<file path="config.mk">
export PLATFORM = sky130hd
export DESIGN_NAME = inv_25519
export DESIGN_NICKNAME = d
export VERILOG_FILES = /design/src/rtl/inv_25519.sv
export SDC_FILE = /design/constraint.sdc
export NUM_CORES = 2
export LEC_CHECK = 0
export BUFFER_PORTS_ARGS = -buffer_cell sky130_fd_sc_hd__buf_2
export CAP_MARGIN = 20
export CORE_AREA = 5 5 498 500
export DETAILED_ROUTE_END_ITERATION = 7
export DIE_AREA = 0 0 503 505
export PLACE_DENSITY = 0.42
export SYNTH_ARGS = -nofsm -noshare
export SYNTH_HDL_FRONTEND = slang
export SYNTH_SLANG_ARGS = --single-unit
</file>
<file path="constraint.sdc">
create_clock -name clk -period 54.8 [get_ports clk]
set_clock_uncertainty 0.1 [all_clocks]
set_input_delay 2.74 -clock clk [delete_from_list [all_inputs] [get_ports clk]]
set_output_delay 2.74 -clock clk [all_outputs]
set_load 0.02 [all_outputs]
</file>
<file path="src/rtl/inv_25519.sv">
// -----------------------------------------------------------------------------
// inv_25519 : modular inverter over GF(2^255-19).
//
// Computes res = a^(P-2) mod P (Fermat inversion) by sequencing an external
// field multiplier through its start/done handshake, scanning the exponent
// left to right (square, then multiply by the base where the exponent bit is 1).
//
// Ports
//   clk        system clock, rising edge
//   rst        asynchronous, active-high reset
//   start      begin an inversion; only sampled while idle
//   a          operand, canonical (0 <= a < P)
//   res        inverse of a mod P, valid when done pulses
//   done       one-cycle completion pulse
//   busy       operation in progress
//   zero       operand was 0, valid with done
//   error      watchdog abort, valid with done
//   mul_start  one-cycle request pulse to the multiplier
//   mul_a      multiplier operand A, stable from mul_start until mul_done
//   mul_b      multiplier operand B, stable likewise
//   mul_res    multiplier result, canonical mod P
//   mul_done   multiplier completion pulse
//
// WAIT_LIMIT bounds the cycles spent waiting for mul_done; 0 disables the
// watchdog.
// -----------------------------------------------------------------------------
module inv_25519 #(
    parameter int WAIT_LIMIT = 1023
) (
    input  logic         clk,
    input  logic         rst,
    input  logic         start,
    input  logic [254:0] a,
    output logic [254:0] res,
    output logic         done,
    output logic         busy,
    output logic         zero,
    output logic         error,
    output logic         mul_start,
    output logic [254:0] mul_a,
    output logic [254:0] mul_b,
    input  logic [254:0] mul_res,
    input  logic         mul_done
);

    typedef enum logic [2:0] {
        IDLE,
        LOAD,
        SQR_REQ,
        SQR_WAIT,
        MUL_REQ,
        MUL_WAIT,
        FIN
    } state_t;

    state_t       state_q;
    logic [254:0] base_q;
    // mul_a_q doubles as the running accumulator: every request issues the
    // accumulator on operand A, so no separate copy is kept.
    logic [254:0] mul_a_q;
    logic [254:0] mul_b_q;
    logic [254:0] res_q;
    logic [7:0]   idx_q;
    logic [31:0]  wd_q;
    logic         done_q;
    logic         busy_q;
    logic         zero_q;
    logic         error_q;
    logic         mul_start_q;

    logic         ebit;
    logic         wd_expired;

    // Exponent P-2: bits 254..0 all set except bits 4 and 2.
    function automatic logic exp_bit(input logic [7:0] i);
        return !((i == 8'd4) || (i == 8'd2));
    endfunction

    assign ebit       = exp_bit(idx_q);
    assign wd_expired = (WAIT_LIMIT > 0) && (wd_q == 32'(WAIT_LIMIT));

    assign res       = res_q;
    assign done      = done_q;
    assign busy      = busy_q;
    assign zero      = zero_q;
    assign error     = error_q;
    assign mul_start = mul_start_q;
    assign mul_a     = mul_a_q;
    assign mul_b     = mul_b_q;

    // Outputs are registered on the transition into each state, so a request
    // pulse and its operands appear in the REQ cycle itself, and res/done
    // appear together in the FIN cycle.
    always_ff @(posedge clk or posedge rst) begin
        if (rst) begin
            state_q     <= IDLE;
            base_q      <= '0;
            mul_a_q     <= '0;
            mul_b_q     <= '0;
            res_q       <= '0;
            idx_q       <= '0;
            wd_q        <= '0;
            done_q      <= 1'b0;
            busy_q      <= 1'b0;
            zero_q      <= 1'b0;
            error_q     <= 1'b0;
            mul_start_q <= 1'b0;
        end else begin
            done_q      <= 1'b0;
            mul_start_q <= 1'b0;
            case (state_q)
                IDLE: begin
                    if (start) begin
                        base_q  <= a;
                        idx_q   <= 8'd253;
                        zero_q  <= 1'b0;
                        error_q <= 1'b0;
                        busy_q  <= 1'b1;
                        state_q <= LOAD;
                    end
                end
                LOAD: begin
                    if (base_q == '0) begin
                        res_q   <= '0;
                        zero_q  <= 1'b1;
                        busy_q  <= 1'b0;
                        done_q  <= 1'b1;
                        state_q <= FIN;
                    end else begin
                        // Top exponent bit is 1, so the accumulator starts at base.
                        mul_a_q     <= base_q;
                        mul_b_q     <= base_q;
                        mul_start_q <= 1'b1;
                        state_q     <= SQR_REQ;
                    end
                end
                SQR_REQ: begin
                    wd_q    <= '0;
                    state_q <= SQR_WAIT;
                end
                SQR_WAIT: begin
                    if (mul_done) begin
                        if (ebit) begin
                            mul_a_q     <= mul_res;
                            mul_b_q     <= base_q;
                            mul_start_q <= 1'b1;
                            state_q     <= MUL_REQ;
                        end else if (idx_q == 8'd0) begin
                            res_q   <= mul_res;
                            busy_q  <= 1'b0;
                            done_q  <= 1'b1;
                            state_q <= FIN;
                        end else begin
                            idx_q       <= idx_q - 8'd1;
                            mul_a_q     <= mul_res;
                            mul_b_q     <= mul_res;
                            mul_start_q <= 1'b1;
                            state_q     <= SQR_REQ;
                        end
                    end else if (wd_expired) begin
                        error_q <= 1'b1;
                        res_q   <= '0;
                        busy_q  <= 1'b0;
                        done_q  <= 1'b1;
                        state_q <= FIN;
                    end else begin
                        wd_q <= wd_q + 32'd1;
                    end
                end
                MUL_REQ: begin
                    wd_q    <= '0;
                    state_q <= MUL_WAIT;
                end
                MUL_WAIT: begin
                    if (mul_done) begin
                        if (idx_q == 8'd0) begin
                            res_q   <= mul_res;
                            busy_q  <= 1'b0;
                            done_q  <= 1'b1;
                            state_q <= FIN;
                        end else begin
                            idx_q       <= idx_q - 8'd1;
                            mul_a_q     <= mul_res;
                            mul_b_q     <= mul_res;
                            mul_start_q <= 1'b1;
                            state_q     <= SQR_REQ;
                        end
                    end else if (wd_expired) begin
                        error_q <= 1'b1;
                        res_q   <= '0;
                        busy_q  <= 1'b0;
                        done_q  <= 1'b1;
                        state_q <= FIN;
                    end else begin
                        wd_q <= wd_q + 32'd1;
                    end
                end
                FIN: begin
                    // start seen here is deliberately dropped.
                    state_q <= IDLE;
                end
                default: begin
                    state_q <= IDLE;
                end
            endcase
        end
    end

endmodule

</file>
# ---- After elaboration in Yosys (flattened, before gate mapping)
# Index checks and enable logic that the tools add are counted.
dict set report totals {
  ff_bits 1068
  output_inout_bits 770
  elab_cells 114
}
dict set report classes {
  add_sub_neg 2
  n_eq_ne 18
  muxes 62
  reduce_logical 20
}
# op n
set ops {}
lappend ops {{$mux W255} 15}
lappend ops {{$pmux W255 S3} 3}
lappend ops {{$logic_not A255 Y1} 1}
lappend ops {{$mux W32} 2}
lappend ops {{$pmux W32 S2} 1}
lappend ops {{$mux W8} 5}
lappend ops {{$add A32 B1 Y32 const B} 1}
lappend ops {{$eq A32 B10 Y1 const B} 1}
lappend ops {{$pmux W8 S3} 1}
lappend ops {{$mux W1} 22}
lappend ops {{$mux W3} 7}
lappend ops {{$pmux W3 S6} 1}
lappend ops {{$ne A2 B2 Y1 const B} 8}
lappend ops {{$reduce_and A4 Y1} 3}
lappend ops {{$reduce_and A3 Y1} 3}
lappend ops {{$eq A8 B2 Y1 const B} 1}
lappend ops {{$eq A8 B3 Y1 const B} 1}
lappend ops {{$logic_not A8 Y1} 1}
lappend ops {{$sub A8 B1 Y8 const B} 1}
lappend ops {{$eq A3 B2 Y1 const B} 2}
lappend ops {{$eq A3 B3 Y1 const B} 2}
lappend ops {{$pmux W1 S3} 2}
lappend ops {{$reduce_bool A2 Y1} 3}
lappend ops {{$reduce_bool A3 Y1} 2}
lappend ops {{11 further kinds} 13}

# ---- Longest topological paths before layout
dict set report logic_depth {
  depth_word 5
  mapped_depth 11
}

# ---- Worst setup path after synthesis
# OpenSTA, ideal clock, no wires.
dict set report synth_path {
  path_type {input to register}
  from {in mul_done}
  to {reg mul_b_q[94] (netlist: mul_b[94])}
  setup_ns 0.132
  t_arrival_ns 4.250
  setup_slack_ns 50.318
  path_stages 9
  n_path_buf 3
  cell_sequence {inv_2 -> maj3_1 -> nand2b_1 -> clkbuf_1 -> o21ba_2 -> o21ai_1 -> buf_2 -> buf_2 -> o2bb2ai_1}
}
dict set report synth_via {
  elab_chain_len 2
  word_cells_on_any_way 3
}
# element line
set synth_lines {}
lappend synth_lines {{from (decl)} 43} ;# input logic mul_done
lappend synth_lines {{$ne A2 B2 Y1 (no line)} n/a}
lappend synth_lines {{$reduce_and A4 Y1 (no line) *} n/a}
lappend synth_lines {{to (signal assigned)} 132} ;# mul_b_q <= base_q;
lappend synth_lines {{to (signal assigned)} 145} ;# mul_b_q <= base_q;
lappend synth_lines {{to (signal assigned)} 156} ;# mul_b_q <= mul_res;
lappend synth_lines {{to (decl)} 61} ;# logic [254:0] mul_b_q;
# Every way passes the cells marked *; elsewhere a longest branch is shown, timed or not.
# A chain may end at the register's enable or synchronous reset.

==> reports/metrics.csv <==
stage,metric,value,unit
cells_and_area,Layout area overhead,32.7,%
critical_path,"Largest stage delay, worst path",0.81,ns
cells_and_area,post-layout instance count excluding filler cells,8330,
yosys,"Seq/Total Area, Yosys",60.8,%
sta,RSZ-0062 raised after global routing,no,
yosys,Syn Inst Count,3817,
clocking,Clock transition at path regs,0.05,ns
critical_path,"Slowest-stage cell, CP",buf_4,
yosys,largest family of logic cells by synthesized area,compound AO/OA/AOI/OAI gates,
global_route,Global Route Usage Sum,18.0,%
critical_path,Levels on crit path,8,
global_route,vias in the first global route,39600,
floorplanning,Die Width,503,um
clocking,Num CTS Buffers,135,
drt,Remaining DRCs,0,
yosys,Yosys reg bits,1068,
yosys,Synth Area in Compound Gates,25.3,%
critical_path,Most common cell on crit path,buf_4,
floorplanning,Core Region,0.243,sq mm
critical_path,CP required,55.49,ns
drt,final wirelength,239000,um
drt,antenna-violating nets left,0,
yosys,Mapped Nets,4336,
floorplanning,# rows,181,
clocking,clk sinks,1068,
power_and_ir_drop,"Power, Total",4200,uW
sta,worst setup margin,47.86,ns
yosys,adder-cell area share of the yosys netlist,0.165,%
clocking,CTS-repair resized insts,0,
yosys,Async SR Flop Fraction,100,%
drt,Vias,39300,
critical_path,FF-to-FF path depth,9,
cells_and_area,Fill cells,26000,
critical_path,Worst Setup Start Kind,primary input,
drt,Routed WL per cell,28.7,um
global_route,global-route wire length before repair,330000,um
yosys,largest area contributor in the netlist,dfrtp_1,
place,port bufs,1283,
critical_path,Worst Setup EP,mul_b[223],
sta,final hold vios,0,
sta,Least-Margin Pin Slew,1.21,ns
critical_path,Critical Path AT,7.62,ns
sta,setup total negative slack,0,ns
drt,Avg Vias per Cell,4.72,
cells_and_area,proportion of layout cells with a drive suffix above 1,31.5,%
place,Cells after DPL,8015,
clocking,"Clk Latency, worst-skew pair",0.79,ns
critical_path,Reg2Reg Setup Slack,48.00,ns
critical_path,"Max FO, Critical Path",74,
critical_path,"Worst Path Class, Setup",primary input to async pin,
cells_and_area,design area,0.0583,sq mm
yosys,"Distinct cells, synth",59,
hold_path,Worst Hold Depth,1,
clocking,CTS tree,built,
yosys,Mapped Area,0.0439,sq mm
sta,max frequency,0.144,GHz
yosys,Post-synth EDFFs,0,
critical_path,r2r endpoint,mul_b[238],
clocking,CTS Hold Buffers Added,0,
drt,Initial DRC Count,3321,
sta,final period utilization,12.7,%
yosys,synth warn,0,
floorplanning,die area,0.254,sq mm
yosys,Syn Area/Cell,11.5,sq um
critical_path,Worst Setup SP,rst,
power_and_ir_drop,Leak,0.0273,uW
place,final RePlAce weighted congestion,0.856,
floorplanning,effective utilization at floorplan,18.1,%
drt,Pre-Repair DR Iteration Count,6,
clocking,"Setup Fix Bufs, Post-CTS",0,
yosys,post-synthesis mux area share,0.0228,%
cells_and_area,nets@finish,5473,
sta,Slew Limit Fails,0,
place,placed instance area,0.0535,sq mm
place,pre-CTS setup slack,46.78,ns
sta,Slew HR,18.6,%
critical_path,Worst Setup End Kind,async pin,
yosys,simple-gate share of the synthesized area,9.62,%
place,HPWL Detailed,174000,um
floorplanning,Ports,1284,
critical_path,worst-path cell chain,"buf_2, inv_8, buf_16, buf_4, buf_4, buf_4, buf_4, buf_4",
sta,final worst path period need,6.94,ns
critical_path,worst flop-to-flop path startpoint,base_q[235],
yosys,Synth top area share,60.8,%
floorplanning,die height,505,um
sta,Final setup viols,0,
global_route,pin count of the biggest net entering global routing,159,
flow_run,MaxCap Viol Count,0,
yosys,prevailing post-synth register cell,dfrtp_1,
clocking,H-tree levels,4,
outcome,status,"finished, final reports clean",
yosys,Synth Area in XOR/XNOR,0.379,%
clocking,Clock Path Buffers,3,
critical_path,WP buf/inv,8,
power_and_ir_drop,P per Cell Area,72.1,mW/mm^2
global_route,Overflow after GRT,0,
clocking,CTS Root Cell,clkbuf_16,
yosys,Synth area leaders,"dfrtp_1 (61%), o2bb2ai_1 (10%), a22oi_1 (8.7%)",
power_and_ir_drop,Max VDD drop,42.4,uV
critical_path,Crit path max-delay family,buffers and inverters,
global_route,initial antenna violation count,86,
hold_path,Min-Delay Path Class,register to register,
## cells in the final DEF, fill, tap and decap left out, drive strengths merged, types with 3 or more instances in the layout
cell,synthesis,routed
buf,122,1353
dfrtp,1068,1068
nand2,794,794
o2bb2ai,510,510
a22oi,509,509
a22o,257,257
clkbuf,231,203
nor4,76,76
diode,0,67
nor2,31,31
nand4,26,26
clkinv,0,24
o21ai,22,22
inv,11,19
nand3,18,18
xor2,15,15
o211ai,13,13
nor3,12,12
a21oi,10,10
or4,9,9
o2111ai,9,9
o31ai,7,7
and3,6,6
and2,6,6
bufinv,0,6
and4,5,5
a31oi,5,5
ha,5,5
or3,4,4
xnor2,4,4
nand2b,4,4
clkinvlp,0,3
or2,3,3
## routing by layer
layer  part of all wire [%]  track usage, %  wire length (um)  up-vias
met1                     41            22.8             98500    20200
met4                    3.8            6.59              9120       60
met3                    8.5            5.38             20300      364
met2                     46            28.9            111000     1809
li1                       -               -                 -    16800
met5                   0.15               0               356        -
## worst min-delay path by stage
stage	from	end	slack, ns
2_1_floorplan	base_q[0]	base_q[0]	0.39
3_3_place_gp	mul_a[164]	mul_a[164]	0.37
3_5_place_dp	mul_b[234]	mul_b[234]	0.37
4_1_cts	mul_a[246]	mul_a[246]	0.38
5_1_grt	mul_b[107]	mul_b[107]	0.39
6_report	mul_a[254]	mul_a[254]	0.38
## state kept, by name, indices dropped and copies added, names as in the netlist, 3 cells and up
name and cells:
base_q 255, idx_q 8, mul_a 255, mul_b 255, res 255, state_q 3
wd_q 32
## logic make-up after synthesis
logic type,count (synthesis)
AOI/OAI and AO/OA,1358
muxes,1
xor gates and xnor gates,19
DFF,1068
and+or+nand+nor,1001
buffers and inverters,364
adders and majority gates,6
## synth_stat cells, drive strengths merged, types with 10 or more instances
master   instances
a22oi          509
inv             11
a22o           257
nor3            12
nand4           26
nand3           18
clkbuf         231
o21ai           22
nor4            76
xor2            15
a21oi           10
buf            122
nor2            31
nand2          794
o2bb2ai        510
o211ai          13
dfrtp         1068
## worst register-to-register path, cell delays in order, from the launching register on
cell and delay (ns):
dfrtp_1 0.46, nor4_1 0.71, nand4_1 0.47, nor4_2 0.68
nand4_1 0.62, o21ai_4 0.66, buf_4 0.81, buf_4 0.90
buf_4 1.00, o2bb2ai_1 0.31
## area by class of cell
class	instances	area [sq um]	share of cell area, %
Inverter	11	48.8	0.0837
Tap cell	3202	4010	6.87
Clock buffer	203	4040	6.92
Sequential cell	1068	26700	45.8
Multi-Input combinational cell	2385	15700	26.9
Antenna cell	67	168	0.288
Clock inverter	41	520	0.893
Timing Repair Buffer	1353	7090	12.2
## power breakdown
group / internal [uW] / switching (uW) / leakage [uW]
Clock: 541 / 384 / 0.00223
Sequential: 1130 / 302 / 0.0136
Combinational: 604 / 1250 / 0.0115
## per-stage QoR
step,util (%),hold slack [ns]
finish,24.0,0.380
global placement,22.0,0.369
CTS,23.9,0.385
detailed placement,22.1,0.368
floorplan,-,0.391
global route,24.0,0.387
Power figures use the tool's default switching activity.
